===== config.mk =====
export PLATFORM = sky130hd
export DESIGN_NAME = jtvigil_sndlatch
export DESIGN_NICKNAME = d
export VERILOG_FILES = /design/src/rtl/jtvigil_sndlatch.sv
export SDC_FILE = /design/constraint.sdc
export NUM_CORES = 1
export LEC_CHECK = 0
export ABC_AREA = 1
export BUFFER_PORTS_ARGS = -buffer_cell sky130_fd_sc_hd__buf_2
export CORE_MARGIN = 1.5
export CORE_UTILIZATION = 39
export CTS_CLUSTER_DIAMETER = 100
export CTS_CLUSTER_SIZE = 24
export DETAILED_ROUTE_END_ITERATION = 10
export PLACE_DENSITY = 0.71
export SLEW_MARGIN = 20
export SYNTH_ARGS = -nofsm -noshare
export SYNTH_HDL_FRONTEND = slang
export SYNTH_SLANG_ARGS = --single-unit

===== constraint.sdc =====
create_clock -name clk -period 2.8 [get_ports clk]
set_clock_uncertainty 0.1 [all_clocks]
set_input_delay 0.56 -clock clk [delete_from_list [all_inputs] [get_ports clk]]
set_output_delay 0.56 -clock clk [all_outputs]
set_load 0.05 [all_outputs]

===== src/rtl/jtvigil_sndlatch.sv =====
`default_nettype none
// +--------------------------------------------------------------------------+
// | jtvigil_sndlatch                                                         |
// | Main-to-sound command latch with Z80 IM0 vector merge (latch + YM2151).  |
// | Option: JTVIGIL_LATCH_FIFO_EN selects a 2-entry FIFO over a single reg.  |
// | Revision: 1.0  initial release                                           |
// +--------------------------------------------------------------------------+
module jtvigil_sndlatch (
  input  logic       clk,
  input  logic       rst,
  input  logic [7:0] main_dout,
  input  logic       latch_wr,
  input  logic       latch_rd,
  input  logic       irq_ack,
  input  logic       fm_irqn,
  output logic [7:0] snd_latch,
  output logic       int_n,
  output logic [7:0] int_vector,
  output logic [1:0] pending,
  output logic       overflow
);

  logic       r_wr_q;
  logic       r_rd_q;
  logic       r_ack_q;
  logic       r_fm_irqn_q;
  logic       w_push;
  logic       w_pop;
  logic       w_dbg_rd_unused;
  logic [7:0] r_head;
  logic       w_latch_pend;
  logic       w_fm_pend;
  logic       r_int_n;
  logic [7:0] r_int_vector;

  // Edge registers come out of reset high so a strobe held through reset is not an event
  always_ff @(posedge clk or posedge rst) begin
    if (rst) begin
      r_wr_q      <= 1'b1;
      r_rd_q      <= 1'b1;
      r_ack_q     <= 1'b1;
      r_fm_irqn_q <= 1'b1;
    end else begin
      r_wr_q      <= latch_wr;
      r_rd_q      <= latch_rd;
      r_ack_q     <= irq_ack;
      r_fm_irqn_q <= fm_irqn;
    end
  end

  assign w_push          = latch_wr & ~r_wr_q;
  assign w_pop           = irq_ack  & ~r_ack_q;
  assign w_dbg_rd_unused = latch_rd & ~r_rd_q;

`ifdef JTVIGIL_LATCH_FIFO_EN
  logic [7:0] r_tail;
  logic [1:0] r_count;
  logic       r_overflow;
  logic [7:0] w_head_nx;
  logic [7:0] w_tail_nx;
  logic [1:0] w_count_nx;
  logic       w_ovf_nx;

  // Pop is applied before push, so a full FIFO can accept on the same cycle it drains
  always_comb begin
    w_head_nx  = r_head;
    w_tail_nx  = r_tail;
    w_count_nx = r_count;
    w_ovf_nx   = r_overflow;
    case (r_count)
      2'd0: begin
        if (w_push) begin
          w_head_nx  = main_dout;
          w_count_nx = 2'd1;
        end
      end
      2'd1: begin
        case ({w_push, w_pop})
          2'b10: begin
            w_tail_nx  = main_dout;
            w_count_nx = 2'd2;
          end
          2'b01: w_count_nx = 2'd0;
          2'b11: w_head_nx  = main_dout;
          default: ;
        endcase
      end
      default: begin
        case ({w_push, w_pop})
          2'b10: w_ovf_nx = 1'b1;
          2'b01: begin
            w_head_nx  = r_tail;
            w_count_nx = 2'd1;
          end
          2'b11: begin
            w_head_nx = r_tail;
            w_tail_nx = main_dout;
          end
          default: ;
        endcase
      end
    endcase
  end

  always_ff @(posedge clk or posedge rst) begin
    if (rst) begin
      r_head     <= 8'h00;
      r_tail     <= 8'h00;
      r_count    <= 2'd0;
      r_overflow <= 1'b0;
    end else begin
      r_head     <= w_head_nx;
      r_tail     <= w_tail_nx;
      r_count    <= w_count_nx;
      r_overflow <= w_ovf_nx;
    end
  end

  assign pending  = r_count;
  assign overflow = r_overflow;
`else
  logic r_pend;

  always_ff @(posedge clk or posedge rst) begin
    if (rst) begin
      r_head <= 8'h00;
      r_pend <= 1'b0;
    end else begin
      if (w_push) begin
        r_head <= main_dout;
        r_pend <= 1'b1;
      end else if (w_pop) begin
        r_pend <= 1'b0;
      end
    end
  end

  assign pending  = {1'b0, r_pend};
  assign overflow = 1'b0;
`endif

  assign snd_latch    = r_head;
  assign w_latch_pend = |pending;
  assign w_fm_pend    = ~r_fm_irqn_q;

  // Bit 5 low selects RST 18h, bit 3 low selects RST 30h; both low gives RST 10h
  always_ff @(posedge clk or posedge rst) begin
    if (rst) begin
      r_int_n      <= 1'b1;
      r_int_vector <= 8'hFF;
    end else begin
      r_int_n      <= ~(w_latch_pend | w_fm_pend);
      r_int_vector <= {2'b11, ~w_latch_pend, 1'b1, ~w_fm_pend, 3'b111};
    end
  end

  assign int_n      = r_int_n;
  assign int_vector = r_int_vector;

endmodule
`default_nettype wire


# Yosys cells after proc, flatten, opt, wreduce, memory -nomap -nowiden
# Index checks and enable logic that the tools add are counted.
totals:
  ff_bits: 15
  output_inout_bits: 20
classes:
  n_bitwise: 8
  mux: 2
  reduce_logical: 1
ops:
  columns: ["operator", "count"]
  rows:
  - ["inverter 1 bit", 5]
  - ["bitwise AND 1 bit", 2]
  - ["2-to-1 mux 1 bit", 2]
  - ["nonzero test 2 bit", 1]
  - ["OR 1 bit", 1]

# Longest topological paths before layout
logic_depth:
  word_depth: 4
  depth_mapped: 4
  ltp_nobuf: 4

# Worst setup path after synthesis
# OpenSTA, ideal clock, no wires.
synth_timing:
  kind: "register -> output"
  from: "register r_int_n, in the netlist int_n"
  to: "output int_n"
  t_arrival_ns: 0.656
  path_stages_with_launch: 1
  required_time_ns: 2.140
  slack_ns: 1.484
  path_cell_list: "dfstp_2"
synth_rtl:
  columns: ["element", "line_no", "text"]
  rows:
  - ["start, declared", "33", "logic r_int_n;"]
  - ["start signal, assigned", "152", "r_int_n <= ~(w_latch_pend | w_fm_pend);"]
  - ["end, declared", "17", "output logic int_n,"]
# No word-level cell between the ends.

# Worst setup path in the final report
layout_timing:
  from: "register r_int_vector[5], in the netlist int_vector[5]"
  to: "output int_vector[5]"
layout_rtl:
  columns: ["element", "line_no", "text"]
  rows:
  - ["start, declared", "34", "logic [7:0] r_int_vector;"]
  - ["start signal, assigned", "153", "r_int_vector <= {2'b11, ~w_latch_pend, 1'b1, ~w_fm_pend, 3'b111};"]
  - ["end, declared", "18", "output logic [7:0] int_vector,"]
# No word-level cell between the ends.

==> run metrics <==
Tcrit/Tclk final=60.65%; unrepaired setup endpoints after global routing=no; Design Area, Final=740.7 um2; Pleak=0.4236 nW; antenna-violating nets left=0; Fin. Hold Viols=0; CTS tree=yes; core box area=1506 um2; CTS Buffer Depth=2; CP Class=reg2out; layout cells sized above 1=43.53%; PwrDens=708.1 nW/um2; Setup crit start=int_vector[5]$_DFF_PP1_; detailed placement HPWL=approximately 760 um; vias in the first global route=415; global-route met2 utilization=19.40%; clock root cell=clkbuf_4; ant diodes=0; clk sinks=15; mapped cell area=roughly 630 um2; Vias=439; Critical Path End=int_vector[5]; Hold Path Class=in2async; final total power=approximately 520 uW; critical path's slowest cell=dfstp_2; largest net degree at the start of global routing=16; crit-path max cell delay=0.52 ns; Placement Cell Area=714.4 um2; Critical Path End Type=output port; final wirelength=about 1.0 mm; Worst EP required=approximately 2.1 ns; outcome=finished clean; Critical Path Start Type=flop; # IOs=34; final core utilization=49.17%; simple-gate share of the synthesized area=22.22%; Starting DRT DRC Count=5; post-synthesis mux area share=0%; IR drop worst, VDD=0.0003278 V; Seq/Total Area, Yosys=60.71%; commonest non-fill, non-tap cell in the layout=buf_2; grt met1 use=15.18%; delay-heaviest family, CP=flip-flops; Pins Over Slew Limit=0; routed len/inst=9.970 um; Ys Warns=0; Initial Util=41.86%; Rel. slew slack=64.02%; initial antenna violation count=0; port buffer count=24; worst skew pair latency=between 0.2 and 0.3 ns; Levels on crit path=1; Area Growth Syn to Fin=17.46%; commonest non-fill, non-tap cells in the layout=buf_2, nand2_1, dfrtp_1, nand3_1, conb_1; Resized cells post-CTS=0; reg2reg path depth=3; Clock transition at path regs=approximately 0.080 ns; worst slew pin tran=0.5391 ns; Num CTS Buffers=3; post-synth cell types=12; gr ovfl total=0; compound-gate portion of the synthesized area=0%; Area contributors post-synth=dfrtp_1, dfstp_2, buf_4, nand2_1, nand3_1; Clock H-tree levels=1; max cap viols=0; Die X=around 43 um; critical-path cell list=buf_2; Tmin final=1.698 ns; Hold Buf Count CTS=0; main combinational cell family by area after synthesis=simple AND/OR/NAND/NOR gates; first-pass GRT wire length=1.690 mm; gr usage total=between 10% and 20%; Die ar.=between 1500 and 2000 um2; DR pass1 iterations=2; setup violators final=0; RR Startpoint=r_wr_q$_DFF_PP1_; chip height=about 43 um; R2R Setup Slk=1.83 ns; met3 Usage GRT=around 4.7%; Mapped Cells=61; setup bufs post-CTS=0; Post-route DRC=0; Top Usage Layer GRT=met2; Yosys top cell area share=35.71%; CP Max Fanout=1; std cell rows=14; Placer Congestion=about 0.65; vias per cell=about 4.3; CP Buf/Inv Count=1; setup TNS=0 ns; upper clock frequency limit=between 500 and 600 MHz; Layout Nets=100; Post-Synth XOR/XNOR Area=0%; Synth area leader=dfrtp_1; FF+latch count, synth=15; RR Endpoint=r_pend$_DFFE_PP0P_; Synth Area in Adders=0%; Avg Cell Area, Syn=between 10 and 15 um2; crit path DAT=1.04 ns
[metal layers]
layer  vias up  part of all wire (%)
met4         0                     0
li1        215                     -
met1       202                    40
met2        22                    50
met3         0                   9.5
met5         -                     0
[Yosys cell counts]
| cell | number |
|---|---|
| nand2_1 | 17 |
| buf_4 | 9 |
| dfrtp_1 | 9 |
| nand3_1 | 8 |
| dfstp_2 | 6 |
| inv_1 | 4 |
| conb_1 | 2 |
| nand2_2 | 2 |
| buf_6 | 1 |
| inv_4 | 1 |
| nand2_8 | 1 |
| nor2_1 | 1 |
[cells by family (layout without fill, tap and decap cells)]
| family | Yosys count | count (layout) |
|---|---|---|
| flip-flops | 15 | 15 |
| AND/OR/NAND/NOR | 29 | 29 |
| other | 2 | 8 |
| buffers and inverters | 15 | 33 |
[how the worst min path moves through the flow]
| stage | start | to | slack [ns] |
|---|---|---|---|
| 2_1_floorplan | r_fm_irqn_q$_DFF_PP1_ | int_vector[3]$_DFF_PP1_ | 0.25 |
| 3_3_place_gp | r_fm_irqn_q$_DFF_PP1_ | int_vector[3]$_DFF_PP1_ | 0.26 |
| 3_5_place_dp | r_fm_irqn_q$_DFF_PP1_ | int_vector[3]$_DFF_PP1_ | 0.26 |
| 4_1_cts | rst | snd_latch[2]$_DFFE_PP0P_ | 0.23 |
| 5_1_grt | rst | snd_latch[2]$_DFFE_PP0P_ | 0.26 |
| 6_report | rst | snd_latch[2]$_DFFE_PP0P_ | 0.22 |
[sequential cells by signal, indices dropped and copies added (netlist names)]
register / flops
int_vector: 2
r_ack_q: 1
r_wr_q: 1
r_fm_irqn_q: 1
r_pend: 1
int_n: 1
snd_latch: 8
[where the power goes]
group          switching (mW)  internal (mW)  leakage [nW]
clock                  0.0611         0.0552        0.0150
combinational           0.125         0.0295         0.235
sequential             0.0113          0.243         0.173
total                   0.197          0.327         0.424
[stage by stage]
stage,hold WS (ns),std cells,worst slack [ns]
2_1_floorplan,0.2540,67,1.484
3_3_place_gp,0.2561,97,1.404
3_5_place_dp,0.2588,97,1.397
4_1_cts,0.2286,101,1.083
5_1_grt,0.2570,101,1.058
6_report,0.2151,101,1.102
[area by class of cell]
| class | instances | area [um2] |
|---|---|---|
| tap | 16 | 20.02 |
| inverter | 5 | 21.27 |
| clock buffer | 4 | 26.28 |
| timing repair buffer | 24 | 120.1 |
| multi-input combinational | 37 | 170.2 |
| sequential | 15 | 382.9 |
| fill | 154 | 765.7 |
(Power assumes the default switching activity.)
